[src/rtl/pc_pkg.sv]
// rtl/pc_pkg.sv - shared defaults, next-PC source enum and RAS sizing helper
package pc_pkg;

  localparam int          DEF_XLEN         = 64;
  localparam int          DEF_INST_BYTES   = 4;
  localparam logic [63:0] DEF_RESET_VECTOR = 64'h0;

  typedef enum logic [2:0] {
    SRC_RESET,
    SRC_TRAP,
    SRC_EX,
    SRC_RAS,
    SRC_HOLD,
    SRC_SEQ
  } pc_src_e;

  // Count must represent 0..depth inclusive, hence one bit beyond the index width.
  function automatic int ras_count_width(input int depth);
    return $clog2(depth) + 1;
  endfunction

endpackage

[src/rtl/pc_ras.sv]
// rtl/pc_ras.sv - circular return-address stack with saturating count
//
// Ports:
//   clk, rst            clock, synchronous active-high reset
//   push, push_data     push a return address
//   pop                 pop the top entry
//   top                 current top entry (valid when count > 0)
//   count               number of valid entries, saturates at RAS_DEPTH
//   underflow           one-cycle pulse: pop requested while empty
module pc_ras
  import pc_pkg::*;
#(
  parameter int RAS_DEPTH = 8,
  parameter int XLEN      = DEF_XLEN
) (
  input  logic                                   clk,
  input  logic                                   rst,
  input  logic                                   push,
  input  logic                                   pop,
  input  logic [XLEN-1:0]                        push_data,
  output logic [XLEN-1:0]                        top,
  output logic [ras_count_width(RAS_DEPTH)-1:0]  count,
  output logic                                   underflow
);

  localparam int PW = $clog2(RAS_DEPTH);
  localparam int CW = ras_count_width(RAS_DEPTH);

  logic [XLEN-1:0] mem [RAS_DEPTH];
  logic [PW-1:0]   ptr;      // next slot to write; top lives at ptr-1
  logic [PW-1:0]   top_idx;
  logic            empty;
  logic            full;
  logic            swap;     // call+return together on a non-empty stack

  assign top_idx = ptr - 1'b1;
  assign empty   = (count == '0);
  assign full    = (count == CW'(RAS_DEPTH));
  assign swap    = push && pop && !empty;
  assign top     = mem[top_idx];

  // Entry contents carry no reset; only pointer and count define validity.
  always_ff @(posedge clk) begin
    if (!rst && push) begin
      if (swap) mem[top_idx] <= push_data;
      else      mem[ptr]     <= push_data;
    end
  end

  always_ff @(posedge clk) begin
    if (rst) begin
      ptr       <= '0;
      count     <= '0;
      underflow <= 1'b0;
    end else begin
      underflow <= pop && empty;
      if (push && !swap) begin
        // When full the write above lands on the oldest slot.
        ptr <= ptr + 1'b1;
        if (!full) count <= count + 1'b1;
      end else if (pop && !push && !empty) begin
        ptr   <= ptr - 1'b1;
        count <= count - 1'b1;
      end
    end
  end

endmodule

[src/rtl/pc_gen_unit.sv]
// rtl/pc_gen_unit.sv - fetch PC register with prioritized next-PC select and RAS
//
// Ports:
//   clk, rst                                  clock, synchronous active-high reset
//   stall                                     hold the PC
//   trap_valid, trap_target                   trap redirect (highest priority)
//   ex_redirect_valid, ex_redirect_target     execute-stage mispredict redirect
//   dec_call, dec_ret_addr                    decode saw a call; push return address
//   dec_ret                                   decode saw a return; pop RAS and redirect
//   pc, pc_next                               registered PC, combinational next PC
//   pc_redirected                             high one cycle after a non-sequential load
//   pc_misaligned                             PC not a multiple of INST_BYTES
//   ras_count, ras_underflow                  RAS occupancy and empty-pop pulse
module pc_gen_unit
  import pc_pkg::*;
#(
  parameter int              XLEN         = DEF_XLEN,
  parameter logic [XLEN-1:0] RESET_VECTOR = XLEN'(DEF_RESET_VECTOR),
  parameter int              INST_BYTES   = DEF_INST_BYTES,
  parameter int              RAS_DEPTH    = 8
) (
  input  logic                                   clk,
  input  logic                                   rst,
  input  logic                                   stall,
  input  logic                                   trap_valid,
  input  logic [XLEN-1:0]                        trap_target,
  input  logic                                   ex_redirect_valid,
  input  logic [XLEN-1:0]                        ex_redirect_target,
  input  logic                                   dec_call,
  input  logic [XLEN-1:0]                        dec_ret_addr,
  input  logic                                   dec_ret,
  output logic [XLEN-1:0]                        pc,
  output logic [XLEN-1:0]                        pc_next,
  output logic                                   pc_redirected,
  output logic                                   pc_misaligned,
  output logic [ras_count_width(RAS_DEPTH)-1:0]  ras_count,
  output logic                                   ras_underflow
);

  localparam int AW = $clog2(INST_BYTES);

  pc_src_e         src;
  logic            wrong_path;
  logic            ras_push;
  logic            ras_pop;
  logic [XLEN-1:0] ras_top;

  // Decode events behind a trap or execute redirect are on the wrong path.
  assign wrong_path = trap_valid || ex_redirect_valid;
  assign ras_push   = dec_call && !wrong_path;
  assign ras_pop    = dec_ret  && !wrong_path;

  pc_ras #(
    .RAS_DEPTH (RAS_DEPTH),
    .XLEN      (XLEN)
  ) u_ras (
    .clk       (clk),
    .rst       (rst),
    .push      (ras_push),
    .pop       (ras_pop),
    .push_data (dec_ret_addr),
    .top       (ras_top),
    .count     (ras_count),
    .underflow (ras_underflow)
  );

  always_comb begin
    src = SRC_SEQ;
    if (rst)                              src = SRC_RESET;
    else if (trap_valid)                  src = SRC_TRAP;
    else if (ex_redirect_valid)           src = SRC_EX;
    else if (dec_ret && ras_count != '0)  src = SRC_RAS;
    else if (stall)                       src = SRC_HOLD;
  end

  always_comb begin
    pc_next = pc + XLEN'(INST_BYTES);
    case (src)
      SRC_RESET: pc_next = RESET_VECTOR;
      SRC_TRAP:  pc_next = trap_target;
      SRC_EX:    pc_next = ex_redirect_target;
      SRC_RAS:   pc_next = ras_top;
      SRC_HOLD:  pc_next = pc;
      default:   pc_next = pc + XLEN'(INST_BYTES);
    endcase
  end

  always_ff @(posedge clk) begin
    if (rst) begin
      pc            <= RESET_VECTOR;
      pc_redirected <= 1'b0;
    end else begin
      pc            <= pc_next;
      pc_redirected <= (src == SRC_TRAP) || (src == SRC_EX) || (src == SRC_RAS);
    end
  end

  assign pc_misaligned = |pc[AW-1:0];

endmodule
[config.mk]
export PLATFORM = sky130hd
export DESIGN_NAME = pc_gen_unit
export DESIGN_NICKNAME = d
export VERILOG_FILES = /design/src/rtl/pc_pkg.sv /design/src/rtl/pc_ras.sv /design/src/rtl/pc_gen_unit.sv
export SDC_FILE = /design/constraint.sdc
export NUM_CORES = 1
export LEC_CHECK = 0
export CORE_MARGIN = 5
export CORE_UTILIZATION = 50
export CTS_CLUSTER_SIZE = 25
export DETAILED_ROUTE_END_ITERATION = 8
export GPL_ROUTABILITY_DRIVEN = 0
export PLACE_DENSITY_LB_ADDON = 0.3
export SYNTH_ARGS = -nofsm -noshare
export SYNTH_HDL_FRONTEND = slang
export SYNTH_SLANG_ARGS = --single-unit
[constraint.sdc]
create_clock -name clk -period 5.7 [get_ports clk]
set_input_delay 1.14 -clock clk [delete_from_list [all_inputs] [get_ports clk]]
set_output_delay 1.14 -clock clk [all_outputs]
set_load 0.1 [all_outputs]
==> results.txt, run 1 <==
status - complete, no violations
layout cell share with drive strength beyond 1 - 17.2%
fill count - 3488
Reg clk slew, reported paths - 0.06 ns
YS warnings - 0
post-route cell area - 31400 µm²
clock root cell - clkbuf_16
most frequent cells in the layout - 512 x edfxtp_1, 268 x clkdlybuf4s50_1, 131 x nand2_1
CTS Buf Count - 57
total track usage - 27.0%
vias in the first global route - 16652
mapped cell area - 24600 µm²
# rows - 81
worst r2r src - u_ras.count[0]
GRT met3 Usage - 7.62%
VDD IR max - 0.213 mV
core footprint - 48800 µm²
Synth async-reset ratio - 0%
die span in x - 232 µm
RSZ-0062 raised after global routing - false
met2 Usage GRT - 42.1%
Final Critical Period - 5.17 ns
pre-CTS worst setup slack - 0.622 ns
mean area per synthesized cell - 15.8 µm²
worst hold path class - flip-flop to flip-flop
Multi-input gate area - 7410 µm²
final setup vio count - 0
Pins Over Slew Limit - 0
Max-Cap Viols - 0
Critical Path Fanout Max - 15
critical path's largest stage delay - 0.82 ns
deepest clock path buffer count - 3
Distinct cells, synth - 66
Slowest-stage cell, CP - nor2_1
PD cells - 333 nW/µm²
Worst Reg2Reg Path Length in Cells - 6
hpwl dp - 48.7 mm
Setup crit end kind - output pin
CP Data Arrival Time - 4.03 ns
worst skew pair latency - 0.62 ns
CTS sink cnt - 585
final hold violation count - 0
Initial Util - 50.4%
Post-Synthesis Cells - 1564
DRC viols - 0
CP Launch Point - pc[30]
CTS resizes - 0
final wirelength - 73.6 mm
critical path launch point type - flip-flop
hold_ws - 0.534 ns
first-pass GRT wire length - 108 mm
vias per std cell - 6.28
fin crit share - 90.7%
busiest grt layer - met2
drt wl/cell - 27.9 µm
largest net degree at the start of global routing - 102
Final WS setup - 0.531 ns
post-synthesis sequential area ratio - 68.3%
Synth Flop Type - edfxtp_1
Worst Setup EP - pc_next[45]
Fin Clk Skew - 0.0212 ns
transition time of the tightest slew-check pin - 1.16 ns
fin nets - 2118
worst rel slew slack - 22.4%
DR pass1 iterations - 9
met1 usage - 36.6%
total number of vias - 16540
post-route ant nets - 0
P_leak - 0.0103 µW
Max H-tree Level - 2
setup bufs post-CTS - 0
area grow syn2layout - 27.6%
Worst R2R Setup Slack - 1.70 ns
GR Overflow Total - 0
chip height - 232 µm
syn nets - 1769
critical path class - flip-flop to output pin
register area - 16800 µm²
Final Core Density - 64.3%
DP Area - 29600 µm²
DR iter-0 viols - 2318
fmax - 193 MHz
initial antenna violation count - 13
total power - 10500 µW
Ports - 334
CP required - 4.56 ns
worst-path cell chain - nand4_1, nor2_1, nand4_4, and4bb_2, xnor2_1, o221ai_1, buf_12
CTS tree - built
Hold-fix buffers, CTS - 0
port buffer count - 333
die footprint - 53800 µm²
commonest non-fill, non-tap cell in the layout - edfxtp_1
Critical R2R Capture - u_ras.mem[3][19]
Post-synth EDFFs - 512
Synth Register Bits - 585
[registers in the layout, indices dropped and copies added (netlist names)]
name	cells
pc	64
pc_redirected	1
u_ras.count	4
u_ras.mem	512
u_ras.ptr	3
u_ras.underflow	1
[routing by layer]
layer / wire length, µm / part of all wire [%]
met3: 8530 / 12
met4: 2600 / 3.5
met2: 34400 / 47
met1: 28000 / 38
met5: 43 / 0.058
[cell usage after synthesis (16+ instances only)]
library cell / count / area (µm²)
and2_1: 24 / 150
xor2_1: 16 / 140
a31oi_1: 27 / 169
a222oi_1: 39 / 390
inv_1: 25 / 93.8
buf_2: 28 / 140
xnor2_1: 49 / 429
nand4_1: 24 / 150
nand2b_1: 20 / 125
dfxtp_1: 73 / 1460
mux2i_1: 29 / 290
a21oi_1: 71 / 355
nand3_1: 39 / 195
mux4_2: 109 / 2450
edfxtp_1: 512 / 15400
a22oi_1: 26 / 195
clkbuf_1: 60 / 225
o21ai_0: 38 / 190
a211oi_1: 16 / 120
nand2_1: 131 / 492
nor2_1: 47 / 176
[cell families (layout without fill, tap and decap cells)]
kind of cell               after synthesis  in the layout  share of synthesized area (%)
buffers and inverters                  122            518                           2.09
and+or+nand+nor                        352            352                           7.40
AOI/OAI and AO/OA                      295            295                           8.32
xor gates and xnor gates                66             66                           2.38
DFF                                    585            585                           68.3
other                                    0             10                              0
adders and majority gates                6              6                          0.335
muxes                                  138            138                           11.1
[metrics by stage]
step / std cells / setup TNS (ns)
floorplan: 1564 / -0.483
global placement: 2518 / 0
detailed placement: 2518 / 0
CTS: 2624 / 0
global route: 2632 / 0
finish: 2634 / 0
[worst min-delay path by stage]
stage,start,end,slack [ns],cells past startpoint
after global placement,pc[1],pc[1],0.51,2
after CTS,pc[1],pc[1],0.53,2
after floorplan,u_ras.ptr[1],u_ras.ptr[1],0.53,2
final,pc[0],pc[0],0.53,2
after detailed placement,pc[1],pc[1],0.52,2
after global routing,pc[1],pc[1],0.58,2
[power breakdown]
group          switching (µW)  leakage (µW)  internal [µW]
registers                98.8       0.00521           4730
logic                    1340       0.00424            728
clock network            1550      0.000848           2030
total                    2990        0.0103           7490
[worst max-delay path, delay by kind of cell, from the launching register on]
kind,cells,cell delay (ns)
simple gates,4,2.07
buf+inv,1,0.24
flops,1,0.51
compound gates,1,0.45
xor+xnor,1,0.13
[layout make-up]
class | count | area share (%)
Antenna cell | 10 | 0.0796
Clock buffer | 87 | 5.13
Clock inverter | 19 | 0.474
Inverter | 26 | 0.310
Multi-Input combinational cell | 857 | 23.6
Sequential cell | 585 | 53.6
Tap cell | 664 | 2.64
Timing Repair Buffer | 386 | 14.2
No activity file was read; power rests on OpenSTA's default activity.
==> run 2: changes to the inputs <==
--- a/config.mk
+++ b/config.mk
@@ -11,6 +11,7 @@
 export DETAILED_ROUTE_END_ITERATION = 8
 export GPL_ROUTABILITY_DRIVEN = 0
 export PLACE_DENSITY_LB_ADDON = 0.3
+export SLEW_MARGIN = 10
 export SYNTH_ARGS = -nofsm -noshare
 export SYNTH_HDL_FRONTEND = slang
 export SYNTH_SLANG_ARGS = --single-unit
==> results of run 2 <==
Final layout, timing and power as in run 1 (identical DEF).
